## src/rtl/pc_fetch_sequencer_if.sv

```systemverilog
// pc_fetch_sequencer_if
//  Bundles the memory port and the execute-side request/response signals of
//  the PC / fetch / memory-sequencing unit.
//  master : the sequencer (drives mem_addr, mem_cmd, ir, instr_valid, pc,
//           ddone, drdata, halted and, with BR_COUNT_EN, br_taken_cnt)
//  slave  : memory + execute FSM/datapath (drives read_data, flags, requests)
//  Optional macro: BR_COUNT_EN adds br_taken_cnt (16 bit).
interface pc_fetch_sequencer_if #(
    parameter int ADDR_W = 9,
    parameter int DATA_W = 16
);
    logic [DATA_W-1:0] read_data;
    logic [ADDR_W-1:0] mem_addr;
    logic [1:0]        mem_cmd;
    logic [DATA_W-1:0] ir;
    logic              instr_valid;
    logic [ADDR_W-1:0] pc;
    logic              N, V, Z;
    logic              next_req;
    logic              br_req;
    logic [2:0]        br_cond;
    logic [7:0]        br_off;
    logic              bx_req;
    logic [ADDR_W-1:0] bx_target;
    logic              dreq, dwe;
    logic [ADDR_W-1:0] daddr;
    logic              ddone;
    logic [DATA_W-1:0] drdata;
    logic              halt_req;
    logic              halted;
`ifdef BR_COUNT_EN
    logic [15:0]       br_taken_cnt;
`endif

    modport master (
`ifdef BR_COUNT_EN
        output br_taken_cnt,
`endif
        output mem_addr, mem_cmd, ir, instr_valid, pc, ddone, drdata, halted,
        input  read_data, N, V, Z, next_req, br_req, br_cond, br_off,
               bx_req, bx_target, dreq, dwe, daddr, halt_req
    );

    modport slave (
`ifdef BR_COUNT_EN
        input  br_taken_cnt,
`endif
        input  mem_addr, mem_cmd, ir, instr_valid, pc, ddone, drdata, halted,
        output read_data, N, V, Z, next_req, br_req, br_cond, br_off,
               bx_req, bx_target, dreq, dwe, daddr, halt_req
    );
endinterface

```

## src/rtl/pc_fetch_sequencer.sv

```systemverilog
// pc_fetch_sequencer
//  Program counter, instruction register and single memory port sequencer for
//  the multi-cycle core. Fetches with MEM_LAT-cycle accesses, resolves
//  B/Bcc/BL/BX targets and runs execute-stage loads/stores on the same port.
// Ports
//  clk   : clock, all state on rising edge
//  reset : asynchronous active-high reset
//  bus   : pc_fetch_sequencer_if.master (memory port, ir/pc/instr_valid,
//          branch/data/halt requests, ddone/drdata, halted)
// Optional macro: BR_COUNT_EN adds a saturating 16-bit taken-branch counter
//  (B/Bcc/BX) on bus.br_taken_cnt.
module pc_fetch_sequencer #(
    parameter int ADDR_W   = 9,
    parameter int DATA_W   = 16,
    parameter int MEM_LAT  = 2,
    parameter int RESET_PC = 0
) (
    input logic                 clk,
    input logic                 reset,
    pc_fetch_sequencer_if.master bus
);
    typedef enum logic [2:0] {S_RST, S_FETCH, S_EXEC, S_DATA, S_HALT} state_t;

    localparam logic [1:0] CMD_NONE  = 2'b00;
    localparam logic [1:0] CMD_READ  = 2'b01;
    localparam logic [1:0] CMD_WRITE = 2'b10;

    localparam int CNT_W = (MEM_LAT > 1) ? $clog2(MEM_LAT) : 1;
    localparam logic [CNT_W-1:0] CNT_LAST = CNT_W'(MEM_LAT - 1);
    localparam int EXT_W = (ADDR_W > 8) ? ADDR_W : 8;

    state_t            state;
    logic [CNT_W-1:0]  cnt;
    logic [ADDR_W-1:0] pc_q, mem_addr_q;
    logic [DATA_W-1:0] ir_q, drdata_q;
    logic [1:0]        mem_cmd_q;
    logic              iv_q, ddone_q, halted_q, dwe_q;

    // Branch resolution; pc_q already points past the branch instruction.
    logic              br_taken, go_fetch;
    logic [EXT_W-1:0]  off_ext;
    logic [ADDR_W-1:0] br_target, fetch_pc;

    assign off_ext   = EXT_W'($signed(bus.br_off));
    assign br_target = pc_q + off_ext[ADDR_W-1:0];

    always_comb begin
        br_taken = 1'b0;
        case (bus.br_cond)
            3'b000:  br_taken = 1'b1;
            3'b001:  br_taken = bus.Z;
            3'b010:  br_taken = !bus.Z;
            3'b011:  br_taken = bus.N ^ bus.V;
            3'b100:  br_taken = (bus.N ^ bus.V) | bus.Z;
            default: br_taken = 1'b0;
        endcase
    end

    // Priority below halt: bx > br > next all lead to a fetch; only the
    // fetch address differs. A not-taken branch refetches at pc_q.
    assign go_fetch = bus.bx_req | bus.br_req | bus.next_req;
    assign fetch_pc = bus.bx_req ? bus.bx_target :
                      (bus.br_req && br_taken) ? br_target : pc_q;

    always_ff @(posedge clk or posedge reset) begin
        if (reset) begin
            state      <= S_RST;
            cnt        <= '0;
            pc_q       <= ADDR_W'(RESET_PC);
            mem_addr_q <= '0;
            mem_cmd_q  <= CMD_NONE;
            ir_q       <= '0;
            drdata_q   <= '0;
            iv_q       <= 1'b0;
            ddone_q    <= 1'b0;
            halted_q   <= 1'b0;
            dwe_q      <= 1'b0;
        end else begin
            ddone_q <= 1'b0;
            case (state)
                S_RST: begin
                    state      <= S_FETCH;
                    mem_addr_q <= pc_q;
                    mem_cmd_q  <= CMD_READ;
                    cnt        <= CNT_LAST;
                end
                S_FETCH: begin
                    if (cnt == '0) begin
                        ir_q       <= bus.read_data;
                        pc_q       <= pc_q + ADDR_W'(1);
                        mem_addr_q <= pc_q + ADDR_W'(1);
                        mem_cmd_q  <= CMD_NONE;
                        iv_q       <= 1'b1;
                        state      <= S_EXEC;
                    end else begin
                        cnt <= cnt - 1'b1;
                    end
                end
                S_EXEC: begin
                    if (bus.halt_req) begin
                        halted_q <= 1'b1;
                        iv_q     <= 1'b0;
                        state    <= S_HALT;
                    end else if (go_fetch) begin
                        pc_q       <= fetch_pc;
                        mem_addr_q <= fetch_pc;
                        mem_cmd_q  <= CMD_READ;
                        cnt        <= CNT_LAST;
                        iv_q       <= 1'b0;
                        state      <= S_FETCH;
                    end else if (bus.dreq) begin
                        // mem_addr_q doubles as the latched data address.
                        mem_addr_q <= bus.daddr;
                        dwe_q      <= bus.dwe;
                        mem_cmd_q  <= bus.dwe ? CMD_WRITE : CMD_READ;
                        cnt        <= CNT_LAST;
                        iv_q       <= 1'b0;
                        state      <= S_DATA;
                    end
                end
                S_DATA: begin
                    if (cnt == '0) begin
                        if (!dwe_q) drdata_q <= bus.read_data;
                        ddone_q    <= 1'b1;
                        mem_cmd_q  <= CMD_NONE;
                        mem_addr_q <= pc_q;
                        iv_q       <= 1'b1;
                        state      <= S_EXEC;
                    end else begin
                        cnt <= cnt - 1'b1;
                    end
                end
                S_HALT: ;
                default: state <= S_RST;
            endcase
        end
    end

    assign bus.mem_addr    = mem_addr_q;
    assign bus.mem_cmd     = mem_cmd_q;
    assign bus.ir          = ir_q;
    assign bus.instr_valid = iv_q;
    assign bus.pc          = pc_q;
    assign bus.ddone       = ddone_q;
    assign bus.drdata      = drdata_q;
    assign bus.halted      = halted_q;

`ifdef BR_COUNT_EN
    logic        taken_evt;
    logic [15:0] br_cnt_q;

    assign taken_evt = (state == S_EXEC) && !bus.halt_req &&
                       (bus.bx_req || (bus.br_req && br_taken));

    always_ff @(posedge clk or posedge reset) begin
        if (reset)
            br_cnt_q <= '0;
        else if (taken_evt && br_cnt_q != 16'hFFFF)
            br_cnt_q <= br_cnt_q + 16'd1;
    end

    assign bus.br_taken_cnt = br_cnt_q;
`endif
endmodule

```

## src/flat_wrapper.sv

```systemverilog
// flat-port wrapper written by rule: the top's interface ports become plain ports
module pc_fetch_sequencer_flat 
#(
    parameter int ADDR_W   = 9,
    parameter int DATA_W   = 16,
    parameter int MEM_LAT  = 2,
    parameter int RESET_PC = 0
)
  (clk, reset, bus_mem_addr, bus_mem_cmd, bus_ir, bus_instr_valid, bus_pc, bus_ddone, bus_drdata, bus_halted, bus_read_data, bus_N, bus_V, bus_Z, bus_next_req, bus_br_req, bus_br_cond, bus_br_off, bus_bx_req, bus_bx_target, bus_dreq, bus_dwe, bus_daddr, bus_halt_req);
  pc_fetch_sequencer_if #(.ADDR_W(ADDR_W), .DATA_W(DATA_W)) bus_i ();
  input logic clk;
  input logic reset;
  output wire logic [$bits(bus_i.mem_addr)-1:0] bus_mem_addr;
  output wire logic [$bits(bus_i.mem_cmd)-1:0] bus_mem_cmd;
  output wire logic [$bits(bus_i.ir)-1:0] bus_ir;
  output wire logic [$bits(bus_i.instr_valid)-1:0] bus_instr_valid;
  output wire logic [$bits(bus_i.pc)-1:0] bus_pc;
  output wire logic [$bits(bus_i.ddone)-1:0] bus_ddone;
  output wire logic [$bits(bus_i.drdata)-1:0] bus_drdata;
  output wire logic [$bits(bus_i.halted)-1:0] bus_halted;
  input wire logic [$bits(bus_i.read_data)-1:0] bus_read_data;
  input wire logic [$bits(bus_i.N)-1:0] bus_N;
  input wire logic [$bits(bus_i.V)-1:0] bus_V;
  input wire logic [$bits(bus_i.Z)-1:0] bus_Z;
  input wire logic [$bits(bus_i.next_req)-1:0] bus_next_req;
  input wire logic [$bits(bus_i.br_req)-1:0] bus_br_req;
  input wire logic [$bits(bus_i.br_cond)-1:0] bus_br_cond;
  input wire logic [$bits(bus_i.br_off)-1:0] bus_br_off;
  input wire logic [$bits(bus_i.bx_req)-1:0] bus_bx_req;
  input wire logic [$bits(bus_i.bx_target)-1:0] bus_bx_target;
  input wire logic [$bits(bus_i.dreq)-1:0] bus_dreq;
  input wire logic [$bits(bus_i.dwe)-1:0] bus_dwe;
  input wire logic [$bits(bus_i.daddr)-1:0] bus_daddr;
  input wire logic [$bits(bus_i.halt_req)-1:0] bus_halt_req;
  assign bus_mem_addr = bus_i.mem_addr;
  assign bus_mem_cmd = bus_i.mem_cmd;
  assign bus_ir = bus_i.ir;
  assign bus_instr_valid = bus_i.instr_valid;
  assign bus_pc = bus_i.pc;
  assign bus_ddone = bus_i.ddone;
  assign bus_drdata = bus_i.drdata;
  assign bus_halted = bus_i.halted;
  assign bus_i.read_data = bus_read_data;
  assign bus_i.N = bus_N;
  assign bus_i.V = bus_V;
  assign bus_i.Z = bus_Z;
  assign bus_i.next_req = bus_next_req;
  assign bus_i.br_req = bus_br_req;
  assign bus_i.br_cond = bus_br_cond;
  assign bus_i.br_off = bus_br_off;
  assign bus_i.bx_req = bus_bx_req;
  assign bus_i.bx_target = bus_bx_target;
  assign bus_i.dreq = bus_dreq;
  assign bus_i.dwe = bus_dwe;
  assign bus_i.daddr = bus_daddr;
  assign bus_i.halt_req = bus_halt_req;
  pc_fetch_sequencer #(.ADDR_W(ADDR_W), .DATA_W(DATA_W), .MEM_LAT(MEM_LAT), .RESET_PC(RESET_PC)) u_core (.clk(clk), .reset(reset), .bus(bus_i));
endmodule
```

## config.mk

```make
export PLATFORM = sky130hd
export DESIGN_NAME = pc_fetch_sequencer_flat
export DESIGN_NICKNAME = d
export VERILOG_FILES = /design/src/rtl/pc_fetch_sequencer_if.sv /design/src/rtl/pc_fetch_sequencer.sv /design/src/flat_wrapper.sv
export SDC_FILE = /design/constraint.sdc
export NUM_CORES = 1
export LEC_CHECK = 0
export ABC_AREA = 0
export CORE_ASPECT_RATIO = 0.7
export CORE_MARGIN = 5
export CORE_UTILIZATION = 45
export CTS_BUF_LIST = sky130_fd_sc_hd__clkbuf_16
export CTS_CLUSTER_SIZE = 14
export DETAILED_ROUTE_END_ITERATION = 8
export GPL_TIMING_DRIVEN = 0
export HOLD_SLACK_MARGIN = 0.15
export PLACE_DENSITY = 0.8
export SLEW_MARGIN = 20
export SYNTH_ARGS = -nofsm -noshare
export SYNTH_HDL_FRONTEND = slang
export SYNTH_SLANG_ARGS = --single-unit
```

## constraint.sdc

```tcl
create_clock -name clk -period 3.35 [get_ports clk]
set_input_delay 0.5025 -clock clk [delete_from_list [all_inputs] [get_ports clk]]
set_output_delay 0.5025 -clock clk [all_outputs]
set_load 0.05 [all_outputs]
```

# == Word-level counts from Yosys, hierarchy flattened ==
# Index checks and enable logic that the tools add are counted.
# W data, S select, Z words.
# classes
reduce_logical,19
bitwise_logic,9
eq_ne,15
addsub,3
muxes,35
# op_table
op,n
$mux W9,9
$pmux W9 S4,1
$pmux W9 S2,1
$eq A3 B2 Y1 const B,4
$mux W3,4
$pmux W3 S4,1
$reduce_and A3 Y1,4
$reduce_and A4 Y1,3
$mux W1,10
$mux W2,5
$add A9 B1 Y9 const B,1
$add A9 B9 Y9,1
$ne A2 B2 Y1 const B,4
$eq A3 B1 Y1 const B,2
$eq A3 B3 Y1 const B,2
$logic_not A3 Y1,2
$pmux W2 S3,1
$not A1 Y1,5
$pmux W1 S5,1
$reduce_and A5 Y1,1
$ne A4 B3 Y1 const B,1
$reduce_and A2 Y1,2
$reduce_bool A2 Y1,2
$reduce_bool A4 Y1,1
11 further kinds,13
# word_totals
out_inout_bits,55
ff_bits,60
in_bits,56
word_cells,92

# == Depth between registers and ports, before layout ==
# Gate-level depths: netlist of run 1.
# depth
depth_word,9
ltp_mapped,9
mapped_depth_nobuf,8

# == Least setup slack after synthesis of run 1 ==
# Ideal clock, no wire load.
# synth_timing
path_kind,reg2reg
startpoint,reg u_core.pc_q[0] (netlist: u_core.bus.pc[0])
endpoint,reg u_core.pc_q[8] (netlist: u_core.bus.pc[8])
synth_period_minus_slack_ns,2.750
slack_ns,0.600
stages_incl_launch_ff,9
arrival_ns,2.683
setup_ns,0.067
path_buffers,0
required_time_ns,3.283
path_cell_list,dfrtp_1 ha_1 fa_1 a211oi_1 o21ai_0 a31oi_2 mux2i_1 a2111oi_2 o221a_1
# synth_via
elab_chain_cells,6
elab_cells_between_ends,8
classes_between,add/sub: 2; mux: 6
# synth_lines
element,line_no,source
from (decl),pc_fetch_sequencer.sv:34,"logic [ADDR_W-1:0] pc_q, mem_addr_q;"
from (signal assigned),pc_fetch_sequencer.sv:69,pc_q <= ADDR_W'(RESET_PC);
from (signal assigned),pc_fetch_sequencer.sv:90,pc_q <= pc_q + ADDR_W'(1);
from (signal assigned),pc_fetch_sequencer.sv:105,pc_q <= fetch_pc;
$add A9 B9 Y9,pc_fetch_sequencer.sv:45,assign br_target = pc_q + off_ext[ADDR_W-1:0];
$mux W9,pc_fetch_sequencer.sv:63,(bus.br_req && br_taken) ? br_target : pc_q;
$mux W9,pc_fetch_sequencer.sv:62,assign fetch_pc = bus.bx_req ? bus.bx_target :
$mux W9,pc_fetch_sequencer.sv:104,end else if (go_fetch) begin
$mux W9,pc_fetch_sequencer.sv:100,if (bus.halt_req) begin
$pmux W9 S2 (*),pc_fetch_sequencer.sv:80,case (state)
# Mark *: on every way between the ends. The rest lies on a longest branch, timed or not. The select of a mux whose other input is x is not followed.
# A chain may end at the register's enable or synchronous reset.

# == Worst setup path after layout of run 1 ==
# layout_timing
startpoint,in bus_br_off[0]
endpoint,reg u_core.pc_q[8] (netlist: u_core.bus.pc[8])
# layout_via
elab_chain_cells,6
# layout_lines
element,line_no,source
from (decl),flat_wrapper.sv:28,input wire logic [$bits(bus_i.br_off)-1:0] bus_br_off;
$add A9 B9 Y9,pc_fetch_sequencer.sv:45,
$mux W9,pc_fetch_sequencer.sv:63,
$mux W9,pc_fetch_sequencer.sv:62,
$mux W9,pc_fetch_sequencer.sv:104,
$mux W9,pc_fetch_sequencer.sv:100,
$pmux W9 S2,pc_fetch_sequencer.sv:80,
# No other way between the ends. The select of a mux whose other input is x is not followed.

==> results.txt, run 1 <==
- Status: finished clean
- Gates resized, CTS repair: 0
* Total length of routed wires: 10540 um
- The number of antenna violations at the first check in global routing came to 0.
* Post-synthesis async set-or-reset flop share: 100.0%
- Sequential elements use 42.30% of the synthesized area.
* Clock Pin Slew Worst Setup and Hold Paths: 50 ps
* Number of buffers inserted by hold repair at cts: 0
- The number of nets handed over by synthesis was about 430.
- The worst setup path is captured at a flip-flop.
- Number of detailed-route iterations in the first pass: 5
* Maximum clock rate: 331.2 MHz
* Number of sinks on the clock net: 60
- Drt initial violations: 243
- Htree depth: 3
- Aggregate negative setup slack: 0 ps
* Ratio of final minimum period to clock period: 90.14%
- In the final layout, the multi-input gates occupy 1919 um2.
- Post-synthesis xor/xnor area fraction: under 10%
- For this run, the leading register cell type out of synthesis is sky130_fd_sc_hd__dfrtp_1.
- VDD sags by at most 0.6662 mV.
- The die is 116.2 um wide.
- I/O pin total: 111
- The clock arrives with 7.936 ps of skew.
- TritonCTS built the clock tree.
* Number of flops mapped to enable cells by yosys: 0
- Buffer count from post-CTS setup fixing: 0
- The routed design could run at a clock period as short as 3020 ps.
* Cell area power density: around 1100 nW/um2
- Via density per instance: 5.870
- Mapped cell area: 3550 um2
- The total overflow left after global routing is 0.
- Area share of fa/ha/maj cells after synthesis: around 3.7%
* Die Y-Extent: 84.31 um
- Routed Antenna Nets: 0
- Final weighted congestion in routability-driven placement: 0.9304
* Multiplexer share of the synthesized area: a little under an eighth
- Proportion of netlist area held by the largest area contributor: 42.30%
- Counting instances, the worst hold path has a depth of 1.
* Number of maximum-capacitance constraint violations: 0
* Top cells by area, synth: sky130_fd_sc_hd__dfrtp_1 (42%), sky130_fd_sc_hd__mux2_2 (11%), sky130_fd_sc_hd__o21ai_0 (3.9%)
- After detailed routing, the average wire length per cell comes to roughly 18 um.
- End-of-flow core utilization: 64.96%
* Diodes inserted: 0
- Clock buffers created by TritonCTS: 9
* Count of endpoints failing hold in the final timing report: 0
- Simple-gate portion of the synthesized area: 16.21%
- The analysis attributes to cell leakage a power of about 2.0 nW.
- Setup repair after global routing left no endpoint under its margin.
- Row Count: 27
- The first global-routing pass estimated 17260 um of wire.
* Final hold slack: 460.1 ps
* Placed cell count: 571
- The synthesized netlist devotes 20.51% of its cell area to compound gates.
* Path category of the worst min-delay check: reg -> reg
- After the last flow step, the layout net total stands at approximately 550.
* Required @ worst endpoint: between 3000 and 4000 ps
- Detailed placement finished with a half-perimeter wire length of 8090 um.
* Vias in the first global route: 3477
- The floorplan step defined a die boundary enclosing 9793 um2.
* Remaining DRCs: 0
- Largest area contributor in the netlist: sky130_fd_sc_hd__dfrtp_1
- Finish-stage setup viols: 0
* Syn. warnings: 0
* Layout overhead on the synthesized area: 42.19%
- The detailed router placed 3440 vias in this run.
- The core region is roughly 8000 um2.
* Root Driver: sky130_fd_sc_hd__clkbuf_16
- No sink is reached through more buffers than the 2 on the longest clock path.
- For this run, the total global-route usage over all layers was measured as 22.02%.
- The netlist uses 61 different library cells.
- Registers take 1501 um2.
- Largest driver fanout on the critical path: 4
* Max-slew violations: 0
* Buffers on Ports: 109
* Avg Inst Size Synth: 9.860 um2
- The synthesized design contains 60 register bits.
- Largest net degree at the start of global routing: 32
- Main combinational cell family by area after synthesis: compound AO/OA/AOI/OAI gates
- STA puts the critical path data arrival time at approximately 3300 ps.
- Cells after Synth: 360
* Setup CP Type: in -> reg
* Initial Utilization: 45.68%
* Count of fill cells added during filler insertion: 653
- Rel. slew slack: 46.27%
- Of the cells placed in the final design, the portion with a size suffix greater than 1 is 13.40%.
- Clk Latency, worst-skew pair: around 320 ps
- Depth of the worst register-to-register path: 8
* Non-filler instance count after layout: just under 600
* Worst Tran Pin Value: 802.9 ps
- The worst setup path is launched from an input pin.
-- final timing paths --
path | endpoint | slack (ps) | from
max in group asynchronous | u_core.state[1] | 2320 | reset
hold / removal | u_core.bus.halted | 460 | u_core.bus.halted
min in group asynchronous | u_core.bus.ir[8] | 530 | reset
setup reg to reg | u_core.bus.pc[8] | 410 | u_core.bus.pc[0]
setup / recovery | u_core.bus.pc[8] | 330 | bus_br_off[0]
hold reg to reg | u_core.bus.halted | 460 | u_core.bus.halted
-- synthesized netlist by cell type (2+ instances only) --
library cell,instances
sky130_fd_sc_hd__buf_6,2
sky130_fd_sc_hd__nor2_1,22
sky130_fd_sc_hd__a21o_1,6
sky130_fd_sc_hd__a22oi_1,2
sky130_fd_sc_hd__buf_2,7
sky130_fd_sc_hd__mux2_2,34
sky130_fd_sc_hd__nor4b_1,2
sky130_fd_sc_hd__a211o_1,5
sky130_fd_sc_hd__nor4_1,4
sky130_fd_sc_hd__mux2i_1,3
sky130_fd_sc_hd__o211ai_1,3
sky130_fd_sc_hd__o21ai_0,28
sky130_fd_sc_hd__nor3_1,6
sky130_fd_sc_hd__a221o_1,2
sky130_fd_sc_hd__a21oi_1,22
sky130_fd_sc_hd__nor4bb_1,2
sky130_fd_sc_hd__dfrtp_1,60
sky130_fd_sc_hd__o21bai_1,3
sky130_fd_sc_hd__inv_1,3
sky130_fd_sc_hd__a221oi_1,4
sky130_fd_sc_hd__nand2b_1,5
sky130_fd_sc_hd__clkbuf_1,15
sky130_fd_sc_hd__nor3b_1,4
sky130_fd_sc_hd__a31oi_1,8
sky130_fd_sc_hd__o21a_1,2
sky130_fd_sc_hd__nor2b_1,2
sky130_fd_sc_hd__ha_1,9
sky130_fd_sc_hd__xor2_1,4
sky130_fd_sc_hd__nand3_1,18
sky130_fd_sc_hd__o2bb2ai_1,2
sky130_fd_sc_hd__nand2_1,22
sky130_fd_sc_hd__or3_1,4
sky130_fd_sc_hd__xnor2_1,4
sky130_fd_sc_hd__a211oi_1,8
sky130_fd_sc_hd__and3_1,7
-- cell type report --
class | count | area share (%)
multi-input cells | 272 | 38.03
flip-flops and latches | 60 | 29.75
repair buffers | 110 | 22.01
clock buffers | 9 | 4.462
well taps | 101 | 2.504
plain buffers | 24 | 2.256
clock inverters | 6 | 0.6445
inverters | 4 | 0.3471
-- where the power goes --
group	switching, mW	total (mW)	internal (mW)
sequential	0.257	1.34	1.08
clock	0.310	0.797	0.487
combinational	2.29	3.67	1.38
-- critical path, cell delays in order --
cell,delay [ps]
sky130_fd_sc_hd__clkdlybuf4s50_1,420
sky130_fd_sc_hd__ha_1,250
sky130_fd_sc_hd__fa_1,450
sky130_fd_sc_hd__a211oi_1,390
sky130_fd_sc_hd__o21ai_0,190
sky130_fd_sc_hd__a31oi_2,330
sky130_fd_sc_hd__mux2i_1,140
sky130_fd_sc_hd__a2111oi_2,360
sky130_fd_sc_hd__o221a_1,240
-- flip-flops by register name, summed over array words and instances, names as in the netlist --
name	cells
u_core.bus.ir	16
u_core.bus.halted	1
u_core.state	3
u_core.bus.ddone	1
u_core.bus.instr_valid	1
u_core.bus.mem_cmd	2
u_core.dwe_q	1
u_core.bus.drdata	16
u_core.bus.mem_addr	9
u_core.cnt	1
u_core.bus.pc	9
-- per-stage QoR --
step	area, um2	total power, mW	setup slack, ps
finish	5047	5.802	330.5
global placement	4767	4.898	141.0
CTS	5047	5.806	386.1
global route	5047	6.141	226.0
floorplan	3550	3.840	599.8
detailed placement	4790	4.987	66.30
-- per-layer routing --
| metal | vias up | global-route usage [%] | share of wire [%] |
|---|---|---|---|
| met3 | 12 | 5.980 | 8.9 |
| met2 | 169 | 35.30 | 48 |
| met1 | 1658 | 30.01 | 42 |
| li1 | 1601 | - | - |
| met4 | 0 | 4.742 | 0.83 |
| met5 | - | 0 | 0 |
-- layout by cell type, fill, tap and decap left out, types with 5 or more instances in the layout --
master / instances
sky130_fd_sc_hd__nor2_1: 22
sky130_fd_sc_hd__nand2b_1: 5
sky130_fd_sc_hd__a21oi_1: 22
sky130_fd_sc_hd__dfrtp_1: 60
sky130_fd_sc_hd__nor3_1: 6
sky130_fd_sc_hd__nand3_1: 18
sky130_fd_sc_hd__a31oi_1: 8
sky130_fd_sc_hd__mux2_2: 34
sky130_fd_sc_hd__o21ai_0: 28
sky130_fd_sc_hd__clkbuf_16: 9
sky130_fd_sc_hd__buf_2: 7
sky130_fd_sc_hd__nand2_1: 22
sky130_fd_sc_hd__clkdlybuf4s50_1: 109
sky130_fd_sc_hd__clkbuf_1: 15
sky130_fd_sc_hd__a211o_1: 5
sky130_fd_sc_hd__a21o_1: 6
sky130_fd_sc_hd__a211oi_1: 8
sky130_fd_sc_hd__ha_1: 9
sky130_fd_sc_hd__and3_1: 7
-- cell families after synthesis --
kind of cell             count (synthesis)
adder cells (fa/ha/maj)                 10
multiplexers                            37
AO/OA/AOI/OAI                          109
buffers and inverters                   28
flip-flops                              60
AND/OR/NAND/NOR                        108
XOR/XNOR                                 8
Power figures use the tool's default switching activity.
==> run 2: changes to the inputs <==
- RECOVER_POWER: not set -> 50
==> run 2 against run 1 <==
Sequential cell count did not move. Highest routed layer unchanged. Critical endpoint unchanged. Cell area fell by 0.20%. Clock skew fell by 1.8 ps. Total power decreased by 0.86%. Clock-buffer cell count stayed put. Sequential share of layout area up 0.059 points.
==> results.txt, run 2 (synthesis gave the netlist of run 1 again) <==
- Entering global routing, the biggest net connects 32 pins.
- Data arrives at the worst endpoint at 3270 ps.
- In this design, the stage delay of the slowest critical-path cell is 450 ps.
- Before antenna repair, the detailed router went through 5 iterations.
- Summing all multi-input logic gate instances after layout gives approximately 1900 um2.
- The HPWL after detailed placement is 8090 um.
- LEAKAGE: 2.058 nW
- In this run the worst path has a maximum fanout of 4.
- Layout overhead on the synthesized area: 41.91%
- Htree depth: 3
- Total length of routed wires: roughly 11000 um
* Max-slew violations: 0
- Die Width: 116.2 um
- Required @ worst endpoint: ~3600 ps
- Including well taps, the total number of placed cells is 571.
- The design draws about 5.8 mW.
- STA classifies the critical path endpoint as a flip-flop.
- Finish-stage setup viols: 0
* List of cells traversed by the critical path: clkdlybuf4s50_1 -> ha_1 -> fa_1 -> a211oi_1 -> o21ai_0 -> a31oi_2 -> mux2i_1 -> a2111oi_2 -> o221a_1
- Status: finished clean
- Worst Tran Pin Value: 1368 ps
* Crit path launch: bus_br_off[0]
* Gates resized, CTS repair: 0
* Remaining DRCs: 0
* Die area: 9793 um2
- In the layout the commonest cells are sky130_fd_sc_hd__clkdlybuf4s50_1 (88), sky130_fd_sc_hd__dfrtp_1 (60), sky130_fd_sc_hd__mux2_2 (34), sky130_fd_sc_hd__o21ai_0 (28).
- Clk Latency, worst-skew pair: 320 ps
- Worst r2r src: u_core.bus.pc[0]
* Clock Pin Slew Worst Setup and Hold Paths: 50 ps
* Row Count: 27
- The sequential cells in the finished layout cover a total of ~1500 um2.
- Dividing total power by cell area gives a power density of 1142 nW/um2.
- Root Driver: sky130_fd_sc_hd__clkbuf_16
- After detailed routing, the number of vias per cell comes to a little under 6.
- Number of maximum-capacitance constraint violations: 0
- Peak supply drop: 0.6688 mV
* Number of buffers inserted by hold repair at cts: 0
- Drt initial violations: 239
- Slowest cell on the critical path: sky130_fd_sc_hd__fa_1
- After the last flow step, the layout net total stands at roughly 550.
- Once the floorplan was initialized, standard cells occupied 45.68% of the core.
- Rel. slew slack: between 8 and 9%
- Once the clock tree was built, the setup fixing pass inserted 0 buffers.
- Gr ovfl total: 0
- In this run the deepest clock path goes through 2 buffers.
* Vias in the first global route: 3477
- The final hold violation count was 0.
- Number of sinks on the clock net: 60
- Ratio of final minimum period to clock period: between 80% and 90%
- Derived from the worst setup path, the maximum achievable clock frequency is between 300 and 400 MHz.
- Clock buffers created by TritonCTS: 9
- First-pass GRT wire length: 17260 um
- Detailed routing inserted a total of 3412 vias.
- The min-delay analysis places its worst path in the category reg -> reg.
- I/O pin total: roughly 110
- Routed Antenna Nets: 0
- At the end of routability-driven placement, the weighted congestion stood at 0.9304.
- Setup repair after global routing left no endpoint under its margin.
* Most frequent standard cell in the layout excluding fill and tap cells: sky130_fd_sc_hd__clkdlybuf4s50_1
- Global router's overall resource usage: between 20 and 25%
- Count of fill cells added during filler insertion: about 650
* Routed len/inst: 17.97 um
* CTS tree: yes
- The post-route netlist has 12.99% of its cells at a drive strength greater than 1.
- Diodes inserted: 0
- Buffers placed on the I/O ports in this run total ~110.
- Aggregate negative setup slack: 0 ps
- Area of the placeable core: 7770 um2
* Shortest clock period the worst path allows after layout: 3014 ps
- The finished layout holds 586 standard cells, fillers aside.
- Between clock sinks in the finished design, the worst skew comes to 6.092 ps.
- The worst setup path is launched from an input pin.
- Setup CP Type: in -> reg
- The number of antenna violations at the first check in global routing was 0.
* Source of the worst hold timing path: u_core.bus.halted
- In this run the vertical extent of the chip is 84.31 um.
[run 2: cell type report]
class                           count  share of cell area, %
Tap cell                          101                  2.509
Buffer                             24                  2.235
Clock inverter                      6                 0.6458
Inverter                            4                 0.3229
Sequential cell                    60                  29.81
Clock buffer                        9                  4.471
Multi-Input combinational cell    272                  38.10
Timing Repair Buffer              110                  21.91
[run 2: worst paths after layout]
| path | to | slack (ps) | cells past startpoint |
|---|---|---|---|
| worst min-delay path | u_core.bus.halted | 460 | 1 |
| worst max register to register | u_core.bus.pc[8] | 410 | 8 |
| max in group asynchronous | u_core.bus.ir[12] | 580 | 3 |
| worst max-delay path | u_core.bus.pc[8] | 340 | 9 |
| worst min register to register | u_core.bus.halted | 460 | 1 |
| min in group asynchronous | u_core.bus.ir[8] | 920 | 2 |
[run 2: power breakdown]
| group | switching [mW] | internal [mW] |
|---|---|---|
| Combinational | 2.29 | 1.34 |
| Sequential | 0.251 | 1.08 |
| Clock | 0.310 | 0.487 |
[run 2: through the flow]
step           utilization, %  hold slack, ps  setup slack (ps)  instance area (um2)
3_5_place_dp            61.64           448.5             66.30                 4790
4_1_cts                 64.96           459.9             386.1                 5047
6_report                64.83           459.8             335.5                 5037
5_1_grt                 64.83           475.7             118.2                 5037
2_1_floorplan               -           445.5             599.8                 3550
3_3_place_gp            61.35           445.1             141.0                 4767
[run 2: worst max-delay path: cells and delay by family]
kind	cells	cell delay [ps]
compound gates	5	1500
fa+ha+maj	2	700
buf+inv	1	420
mux	1	140
[run 2: metal layers]
metal,vias to the layer above,global-route usage (%),routed length [um]
met3,10,5.980,886
met5,-,0,0
met1,1643,30.01,4526
met4,0,4.742,82
li1,1600,-,-
met2,159,35.30,5037
